$ cat src/rtl/piso_tx.sv
// Parallel-in serial-out transmitter: accepts a WIDTH-bit word on a valid/ready
// handshake and shifts it out one bit per clock, MSB or LSB first.
module piso_tx #(
  parameter int WIDTH     = 8,
  parameter bit LSB_FIRST = 1'b0
) (
  input  logic             clk,
  input  logic             rst,
  input  logic [WIDTH-1:0] din,
  input  logic             din_valid,
  output logic             din_ready,
  output logic             qout,
  output logic             qoutb,
  output logic             busy,
  output logic             done
);

  localparam int CW = $clog2(WIDTH);
  localparam logic [CW-1:0] LAST = CW'(WIDTH - 1);

  typedef enum logic {
    IDLE  = 1'b0,
    SHIFT = 1'b1
  } state_t;

  state_t           state;
  logic [WIDTH-1:0] shreg;
  logic [CW-1:0]    cnt;
  logic             first_bit;
  logic             next_bit;
  logic [WIDTH-1:0] shreg_next;

  // Handshake: a word transfers on a rising edge where din_valid && din_ready.
  // din_ready is a pure decode of state, masked by rst so reset wins over accept.
  assign din_ready = (state == IDLE) && !rst;
  assign busy      = (state == SHIFT);

  // The register always holds the current bit at the output end, so the next
  // bit is the neighbour of that end.
  assign first_bit  = LSB_FIRST ? din[0]   : din[WIDTH-1];
  assign next_bit   = LSB_FIRST ? shreg[1] : shreg[WIDTH-2];
  assign shreg_next = LSB_FIRST ? (shreg >> 1) : (shreg << 1);

  always_ff @(posedge clk) begin
    if (rst) begin
      state <= IDLE;
      shreg <= '0;
      cnt   <= '0;
      qout  <= 1'b0;
      qoutb <= 1'b1;
      done  <= 1'b0;
    end else begin
      done <= 1'b0;
      case (state)
        IDLE: begin
          if (din_valid) begin
            state <= SHIFT;
            shreg <= din;
            cnt   <= '0;
            qout  <= first_bit;
            qoutb <= ~first_bit;
          end
        end
        SHIFT: begin
          if (cnt == LAST) begin
            state <= IDLE;
            qout  <= 1'b0;
            qoutb <= 1'b1;
            done  <= 1'b1;
          end else begin
            cnt   <= cnt + 1'b1;
            shreg <= shreg_next;
            qout  <= next_bit;
            qoutb <= ~next_bit;
          end
        end
        default: begin
          state <= IDLE;
          qout  <= 1'b0;
          qoutb <= 1'b1;
        end
      endcase
    end
  end

endmodule
$ cat config.mk
export PLATFORM = sky130hd
export DESIGN_NAME = piso_tx
export DESIGN_NICKNAME = d
export VERILOG_FILES = /design/src/rtl/piso_tx.sv
export SDC_FILE = /design/constraint.sdc
export NUM_CORES = 1
export LEC_CHECK = 0
export BUFFER_PORTS_ARGS = -buffer_cell sky130_fd_sc_hd__buf_2
export CELL_PAD_IN_SITES_DETAIL_PLACEMENT = 1
export CELL_PAD_IN_SITES_GLOBAL_PLACEMENT = 2
export CORE_MARGIN = 3
export CORE_UTILIZATION = 30
export DETAILED_ROUTE_END_ITERATION = 6
export PLACE_DENSITY = 0.72
export REMOVE_ABC_BUFFERS = 1
export SYNTH_ARGS = -nofsm -noshare
export SYNTH_HDL_FRONTEND = slang
export SYNTH_SLANG_ARGS = --single-unit
$ cat constraint.sdc
create_clock -name clk -period 1.5 [get_ports clk]
set_input_delay 0.15 -clock clk [delete_from_list [all_inputs] [get_ports clk]]
set_output_delay 0.15 -clock clk [all_outputs]
set_load 0.02 [all_outputs]
# After elaboration in Yosys (flattened, before gate mapping)
# Index checks and enable logic that the tools add are counted.
[totals]
reg_bits = 14
input_bits = 11
out_inout_bits = 5
elab_cells = 33
[op_classes]
n_addsub = 1
n_eq_ne = 3
mux = 16
n_bitwise = 3
n_reduce_logical = 4
[ops]
columns = ["cell", "n"]
rows = [
  ["$mux W7", 2],
  ["$pmux W7 S2", 1],
  ["$mux W1", 7],
  ["$mux W3", 2],
  ["$pmux W1 S2", 3],
  ["$pmux W3 S2", 1],
  ["$ne A2 B2 Y1 const B", 2],
  ["$add A3 B1 Y3 const B", 1],
  ["$eq A3 B3 Y1 const B", 1],
  ["$not A1 Y1", 3],
  ["$reduce_and A2 Y1", 1],
  ["$reduce_or A2 Y1", 1],
  ["$logic_and A1 B1 Y1", 1],
  ["$logic_not A1 Y1", 1],
]

# Depth between registers and ports, before layout
# Gate-level depths: netlist of run 1.
[logic_depth]
word_depth = 3
ltp_mapped = 6

# Worst setup path after synthesis of run 1
# OpenSTA, ideal clock, no wires.
[synth_timing]
path_type = "register to register"
from = "register cnt[0]"
to = "register shreg[6]"
setup_time_ns = 0.086
arrival_time_ns = 1.220
required_ns = 1.414
setup_slack_ns = 0.195
stages_incl_launch_ff = 7
path_buffers = 1
period_less_slack_ns = 1.305
cell_sequence = "dfxtp_1 > ha_1 > ha_1 > and2b_1 > buf_4 > nor3_1 > a211oi_1"
[synth_between]
elab_chain_len = 3
[synth_lines]
columns = ["element", "line_no", "rtl"]
rows = [
  ["start, declared", "28", "logic [CW-1:0] cnt;"],
  ["start signal, assigned", "71", "cnt <= cnt + 1'b1;"],
  ["$eq A3 B3 Y1", "65", "if (cnt == LAST) begin"],
  ["$ne A2 B2 Y1 (no line)", "--", ""],
  ["$reduce_and A2 Y1 (no line)", "--", ""],
  ["end signal, assigned", "58", "shreg <= din;"],
  ["end signal, assigned", "72", "shreg <= shreg_next;"],
  ["end, declared", "27", "logic [WIDTH-1:0] shreg;"],
]
# No other way between the ends.
# A chain may end at the register's enable or synchronous reset.

# Worst setup path after layout of run 1
[layout_timing]
from = "register cnt[0]"
to = "register shreg[1]"
# Same word-level chain as after synthesis.

==> impl_metrics.tcl, run 1 <==
set metrics [dict create \
    holdBufCountCts 0 \
    vias_per_cell 4.97 \
    finalPower_mw 0.841 \
    crit_path_frequent_cell "ha_1" \
    maxSlewViolCount 0 \
    use_met1_pct 13.1 \
    syn_area_um2 652 \
    cp_top_family "adder cells" \
    critPathMaxStageDelay_ns 0.33 \
    grt_max_degree 16 \
    avgSynthCellArea_um2 9.73 \
    p_sw_share_pct 26.1 \
    vdd_ir_drop_max_mv 0.615 \
    final_cells 112 \
    drive_gt1_share_pct 31.8 \
    r2r_end "shreg[1]" \
    vias 557 \
    diodes 0 \
    path_cells "ha_1 > ha_1 > and2b_4 > nor3_1 > a211oi_1" \
    first_iter_violations 1 \
    grt_pass1_wl_um 2280 \
    die_area_um2 2770 \
    gr-total-overflow 0 \
    dieWidth_um 52.6 \
    fp-row-count 16 \
    fmaxAchievable_mhz 718 \
    drc 0 \
    slew_headroom_pct 81.3 \
    die_h_um 52.6 \
    critPathLaunchType "register" \
    ys_seq_elements 14 \
    endpoint "shreg[1]" \
    p_int_mw 0.621 \
    worst-path-stages 5 \
    criticalPathCategory "register to register" \
    r2r-start "cnt[0]" \
    p_leak_nw 0.348 \
    clock_latency_ns 0.28 \
    hpwl_um 1050 \
    ant_nets 0 \
    finalClockSkew_ns 0.00219 \
    cp-end-kind "register" \
    finalHoldViolCount 0 \
    tritoncts "done" \
    pre_cts_slack_ns 0.00171 \
    layout_common_cells "buf_2 (15), dfxtp_1 (13), mux2i_1 (7), a211oi_1 (7), nor3_1 (6)" \
    switching_power_mw 0.220 \
    grtUsageTotal_pct 11.4 \
    min_period_ns 1.39 \
    final_common_cell "buf_2" \
    p_per_area_nw_per_um2 1050 \
    rsz0062_at_grt "no" \
    tightestPinTransition_ns 0.281 \
    post_drt_wl_per_cell_um 12.9 \
    drv_cap 0 \
    place_inst 107 \
    grtUsageMet3_pct 4.27 \
    fin_ws_ns 0.107 \
    htreeDepth 1 \
    reg2reg_depth 5 \
    worstPathArrival_ns 1.59 \
    grt.busiest_layer "met2" \
    cts_buffers 3 \
    cts_root_buffer "clkbuf_4" \
    cts_sinks 14 \
    fin_crit_sh_pct 92.8 \
    setup_viol 0 \
    antenna_found_initial 0 \
    slowest_stage "dfxtp_1" \
    p_comb_share_pct 18.2 \
    setup-tns-final_ns 0 \
    grt_pass1_vias 517 \
    io_buffers 15 \
    ys_types 19 \
    synth.yosys.seq_area_share_pct 43.0 \
    hold_path_class "primary input to register" \
    fin_util_pct 39.9 \
    cp_num_buf_inv 0 \
    ys_warn_count 0 \
    cp_max_fo 5 \
    wl_um 1440 \
    cp.required_ns 1.69 \
    place_congestion 0.686 \
    use_met2_pct 19.0 \
    r2r_slack_ns 0.11 \
    worstSetupStartpoint "cnt[0]" \
    io_pins 16 \
    status "finished clean" \
    sequentialPowerShare_pct 50.2 \
    syn_inst 67 \
    area_delta_synth_final_pct 22.6 \
    final_net_count 100 \
    initial_core_util_pct 32.6 \
    dr.pass1.iters 2 \
    clk_pin_slew_ns 0.08 \
    cts_buffer_depth 2 \
    clkPwrFrac_pct 31.6 \
    core_um2 2000 \
]
## worst min-delay path by stage
stage / startpoint / depth (start not counted) / to
detailed placement: din[0] / 3 / shreg[0]
floorplan: rst / 1 / busy
global placement: din[0] / 3 / shreg[0]
finish: din[0] / 3 / shreg[0]
global route: din[0] / 3 / shreg[0]
CTS: din[0] / 3 / shreg[0]
## worst reg2reg max path: cells and delay by family (launching register included)
kind                     cells  cell delay [ns]
adder cells (fa/ha/maj)      2             0.44
AO/OA/AOI/OAI                1             0.20
flip-flops                   1             0.33
AND/OR/NAND/NOR              2             0.34
## power by group through the flow
stage / Combinational (mW) / Clock, mW / Sequential [mW]
CTS: 0.152 / 0.279 / 0.421
finish: 0.153 / 0.265 / 0.422
global placement: 0.149 / 0 / 0.429
global route: 0.169 / 0.302 / 0.427
detailed placement: 0.151 / 0 / 0.429
floorplan: 0.0817 / 0 / 0.439
## synth_stat cells
master | count | area, um2
nand2_1 | 5 | 18.8
o22a_1 | 1 | 8.76
or2b_4 | 1 | 11.3
nor3_1 | 6 | 30.0
dfxtp_1 | 14 | 280
buf_4 | 1 | 7.51
nor2_1 | 3 | 11.3
and2b_2 | 1 | 8.76
mux2i_1 | 7 | 70.1
clkbuf_1 | 1 | 3.75
and3b_1 | 1 | 8.76
nand3_1 | 4 | 20.0
a211oi_1 | 7 | 52.6
nand2b_1 | 3 | 18.8
ha_1 | 3 | 37.5
and2b_1 | 1 | 7.51
a21oi_1 | 5 | 25.0
buf_6 | 2 | 22.5
a211o_1 | 1 | 8.76
## registers in the layout, indices dropped and copies added (netlist names)
register and flops:
done 1, busy 1, shreg 7, cnt 3, qout 1, qoutb 1
## repair_timing
item | 4_1_cts | 5_1_grt
gates resized for setup | 1 | 4
endpoints found under the setup margin | 5 | 4
cloned | 0 | 1
setup buffers | 0 | 0
pin swaps | 0 | 1
## layout make-up
type                            instances  area [um2]
Clock buffer                            4        36.3
Fill cell                             252        1200
Multi-Input combinational cell         50         358
Sequential cell                        14         282
Tap cell                               27        33.8
Timing Repair Buffer                   17        90.1
## layer usage
metal	vias up	routed length [um]
li1	281	-
met1	260	645
met2	14	698
met3	2	75
met4	0	23
met5	-	0
## cells by family after synthesis
family	after synthesis	synth area share, %
multiplexers	7	10.7
flip-flops	14	43.0
adder cells (fa/ha/maj)	3	5.76
buffers and inverters	4	5.18
AO/OA/AOI/OAI	14	14.6
AND/OR/NAND/NOR	25	20.7
## stage by stage
| step | area (um2) | hold WS (ns) |
|---|---|---|
| final | 800 | 0.116 |
| after global routing | 800 | 0.111 |
| after CTS | 779 | 0.111 |
| after detailed placement | 742 | 0.416 |
| after floorplan | 618 | 0.219 |
| after global placement | 742 | 0.410 |
(Power assumes the default switching activity.)
==> run 2, diff against run 1 <==
SETUP_SLACK_MARGIN = 0.15   (was default)
TNS_END_PERCENT = 5   (was default)
==> run 2 against run 1 <==
Fmax up 7.0%. Clock skew about the same. Power up 2.1%. Cell count unchanged. Global-route usage up 0.18 points. Largest power group unchanged. Highest routed layer unchanged.
==> impl_metrics.tcl, run 2 (synthesis gave the netlist of run 1 again) <==
set metrics [dict create \
    critPathMaxStageDelay_ns 0.35 \
    path_cells "ha_4 > ha_4 > and2b_4 > nor3_1 > a211oi_1" \
    clkPwrFrac_pct 31.7 \
    tritoncts "done" \
    maxSlewViolCount 0 \
    diodes 0 \
    fillCellCount 243 \
    cp_top_family "flip-flops" \
    post_cts_buffers 0 \
    cp.required_ns 1.70 \
    regMostFlops "shreg" \
    crit_path_frequent_cell "ha_4" \
    criticalPathCategory "register to register" \
    fin_ws_ns 0.199 \
    fmaxAchievable_mhz 768 \
    area_delta_synth_final_pct 28.8 \
    cp-end-kind "register" \
    cts_sinks 14 \
    cts_buffers 3 \
    hold_path_class "primary input to register" \
    clk_pin_slew_ns 0.09 \
    layout_common_cells "buf_2 (15), dfxtp_1 (12), mux2i_1 (7), a211oi_1 (7), a21oi_1 (5)" \
    hpwl_um 1050 \
    ant_nets 0 \
    initial_core_util_pct 32.6 \
    status "finished clean" \
    biggestRegsByFlops "shreg x7, cnt x3" \
    wl_um 1550 \
    grt_max_degree 16 \
    cts_root_buffer "clkbuf_4" \
    finalHoldViolCount 0 \
    die_area_um2 2770 \
    p_leak_nw 0.347 \
    grt_pass1_vias 516 \
    drive_gt1_share_pct 37.6 \
    first_iter_violations 1 \
    core_um2 2000 \
    r2r_slack_ns 0.20 \
    grtUsageTotal_pct 11.5 \
    p_int_mw 0.626 \
    drv_cap 0 \
    grt_pass1_wl_um 2300 \
    tightestPinTransition_ns 0.291 \
    final_common_cell "buf_2" \
    setup-tns-final_ns 0 \
    io_pins 16 \
    finalPower_mw 0.858 \
    cp_num_buf_inv 0 \
    place_congestion 0.686 \
    worstHoldStart "din[0]" \
    drc 0 \
    io_buffers 15 \
    dr.pass1.iters 2 \
    fp-row-count 16 \
    final_net_count 100 \
    cts_buffer_depth 2 \
    p_comb_share_pct 18.7 \
    dieWidth_um 52.6 \
    critPathLaunchType "register" \
    vias 555 \
    pre_cts_slack_ns 0.00171 \
    finalClockSkew_ns 0.00248 \
    htreeDepth 1 \
    worstSetupStartpoint "cnt[1]" \
    die_h_um 52.6 \
    slowest_stage "dfxtp_1" \
    p_per_area_nw_per_um2 1020 \
    vdd_ir_drop_max_mv 0.634 \
    worstPathArrival_ns 1.50 \
    post_drt_wl_per_cell_um 13.8 \
    fin_util_pct 41.9 \
    slew_headroom_pct 80.6 \
    cp_max_fo 5 \
    clock_latency_ns 0.28 \
    largest_reg_flops 7 \
    rsz0062_at_grt "yes" \
    gr-total-overflow 0 \
    p_sw_share_pct 27.0 \
    sequentialPowerShare_pct 49.6 \
    switching_power_mw 0.232 \
    fin_crit_sh_pct 86.8 \
    r2r-start "cnt[1]" \
    vias_per_cell 4.96 \
    antenna_found_initial 0 \
    min_period_ns 1.30 \
    setup_viol 0 \
]
## run 2: path summary, 6_finish.rpt
| kind | endpoint | cells after the start |
|---|---|---|
| setup / recovery | shreg[3] | 5 |
| hold / removal | shreg[0] | 3 |
| setup reg to reg | shreg[3] | 5 |
| hold reg to reg | shreg[0] | 2 |
## run 2: layout make-up
type | count | area (um2) | area share (%)
Multi-Input combinational cell | 50 | 393 | 46.8
Sequential cell | 14 | 283 | 33.7
Timing Repair Buffer | 17 | 93.8 | 11.2
Clock buffer | 4 | 36.3 | 4.32
Tap cell | 27 | 33.8 | 4.02
## run 2: metrics by stage
stage               cell area [um2]  cells  hold slack [ns]
floorplan                       618     63            0.219
global placement                742    107            0.410
detailed placement              742    107            0.416
CTS                             800    112            0.111
global route                    840    112            0.107
finish                          840    112            0.112
## run 2: power by group through the flow
stage	clock network, mW	registers [mW]	logic, mW
global route	0.305	0.431	0.175
CTS	0.279	0.423	0.158
floorplan	0	0.439	0.0817
finish	0.272	0.426	0.160
detailed placement	0	0.429	0.151
global placement	0	0.429	0.149
## run 2: timing repair
| action | 4_1_cts | 5_1_grt |
|---|---|---|
| resized for setup | 5 | 8 |
| pin swaps | 0 | 3 |
| endpoints found under the setup margin | 11 | 13 |
| hold buffers | 0 | 0 |
| gates cloned | 1 | 0 |
## run 2: per-layer routing
metal | share of wire (%) | vias to the layer above | track usage [%]
li1 | - | 278 | -
met1 | 44 | 261 | 13.6
met2 | 50 | 13 | 19.0
met3 | 5.0 | 3 | 4.27
met4 | 0.84 | 0 | 3.83
met5 | 0 | - | 0
## run 2: tightest hold or removal path, stage by stage
cell	delay, ns
buf_2	0.09
nand2_1	0.05
a21oi_1	0.06
==> run 3, diff against run 2 <==
==> constraint.sdc (replaced) <==
create_clock -name clk -period 1.5 [get_ports clk]
set_input_delay 0.075 -clock clk [delete_from_list [all_inputs] [get_ports clk]]
set_output_delay 0.075 -clock clk [all_outputs]
set_load 0.02 [all_outputs]
==> run 3 against run 2 <==
Sequential power about the same. Clock-buffer cell count stayed put. Clock power is essentially flat. Via count unchanged. First-iteration DRC count unchanged. Critical path depth did not move. Fmax hardly changed. Die area unchanged. Combinational power hardly changed. Largest cell class unchanged.
==> impl_metrics.tcl, run 3 (synthesis gave the netlist of run 1 again) <==
set metrics [dict create \
    grt_max_degree 16 \
    gr-total-overflow 0 \
    status "finished clean" \
    setup_viol 0 \
    crit_path_frequent_cell "ha_4" \
    ant_nets 0 \
    io_buffers 15 \
    fmaxAchievable_mhz 768 \
    die_area_um2 2770 \
    drc 0 \
    cp.required_ns 1.70 \
    min_period_ns 1.30 \
    fin_crit_sh_pct 86.8 \
    final_cells 112 \
    final_common_cell "buf_2" \
    tritoncts "done" \
    drv_cap 0 \
    tightestPinTransition_ns 0.291 \
    clock_latency_ns 0.28 \
    holdBufCountCts 0 \
    cp_num_buf_inv 0 \
    io_pins 16 \
    largest_reg_flops 7 \
    cp_top_family "flip-flops" \
    maxSlewViolCount 0 \
    core_um2 2000 \
    path_cells "ha_4 > ha_4 > and2b_4 > nor3_1 > a211oi_1" \
    vdd_ir_drop_max_mv 0.633 \
    cp_max_fo 5 \
    setup-tns-final_ns 0 \
    criticalPathCategory "register to register" \
    cts_root_buffer "clkbuf_4" \
    cp-end-kind "register" \
    place_inst 107 \
    layout_common_cells "buf_2 (15), dfxtp_1 (12), mux2i_1 (7), a211oi_1 (7), a21oi_1 (5)" \
    vias 555 \
    clk_pin_slew_ns 0.09 \
    finalClockSkew_ns 0.00253 \
    p_per_area_nw_per_um2 1020 \
    biggestRegsByFlops "shreg x7, cnt x3" \
    cts_sinks 14 \
    vias_per_cell 4.96 \
    wl_um 1550 \
    post_drt_wl_per_cell_um 13.8 \
    grtUsageTotal_pct 11.6 \
    regMostFlops "shreg" \
    antenna_found_initial 0 \
    final_net_count 100 \
    die_h_um 52.6 \
    htreeDepth 1 \
    initial_core_util_pct 32.6 \
    dieWidth_um 52.6 \
    area_delta_synth_final_pct 28.2 \
    cts_buffers 3 \
    place_congestion 0.686 \
    diodes 0 \
    drive_gt1_share_pct 37.6 \
    fp-row-count 16 \
    first_iter_violations 1 \
    finalHoldViolCount 0 \
    slew_headroom_pct 80.6 \
    critPathLaunchType "register" \
    grt_pass1_wl_um 2320 \
    grt_pass1_vias 518 \
    cts_buffer_depth 2 \
    rsz0062_at_grt "no" \
    worstPathArrival_ns 1.50 \
    post_dp_cell_area_um2 742 \
    p_leak_nw 0.346 \
    postLayoutCellArea_um2 836 \
    slowest_stage "dfxtp_1" \
    hold_path_class "primary input to register" \
    critPathMaxStageDelay_ns 0.35 \
    dr.pass1.iters 2 \
    hpwl_um 1050 \
]
run 3: what timing repair did:
action / in CTS / in global routing
setup endpoints to repair: 10 / 10
cloned: 1 / 0
resized for setup: 6 / 6
pin swaps: 0 / 3
setup buffers: 0 / 0
run 3: through the flow:
step                total power [mW]  worst slack, ns  utilization, %  hold WS (ns)
finish                         0.857            0.199            41.8        0.0373
global route                   0.909            0.141            41.8        0.0320
CTS                            0.859            0.123            40.1        0.0362
detailed placement             0.580          0.00171            37.1         0.341
global placement               0.578           0.0366            37.1         0.335
floorplan                      0.521           0.0939               -         0.144
run 3: worst paths after layout:
kind              startpoint        to  slack (ns)  cells after the start
setup / recovery      cnt[1]  shreg[3]        0.20                      5
hold / removal        din[0]  shreg[0]        0.04                      3
setup reg to reg      cnt[1]  shreg[3]        0.20                      5
hold reg to reg     shreg[0]  shreg[0]        0.48                      2
run 3: cell type report:
class / count / area (um2)
flip-flops and latches: 14 / 283
clock buffers: 4 / 36.3
repair buffers: 17 / 90.1
multi-input cells: 50 / 393
fillers: 244 / 1170
well taps: 27 / 33.8
run 3: worst reg2reg max path: cells and delay by family (launching register included):
| family | cells | cell delay [ns] |
|---|---|---|
| simple gates | 2 | 0.33 |
| flops | 1 | 0.35 |
| fa+ha+maj | 2 | 0.34 |
| compound gates | 1 | 0.20 |
run 3: power by group:
group | internal, mW | leakage (nW) | switching, mW
clock network | 0.148 | 0.0210 | 0.124
registers | 0.402 | 0.116 | 0.0236
logic | 0.0749 | 0.209 | 0.0841
run 3: routing by layer:
| layer | track usage, % | vias to the layer above | share of wire, % |
|---|---|---|---|
| li1 | - | 278 | - |
| met2 | 19.0 | 13 | 50 |
| met3 | 4.27 | 3 | 5.0 |
| met1 | 13.8 | 261 | 44 |
| met5 | 0 | - | 0 |
| met4 | 3.83 | 0 | 0.84 |
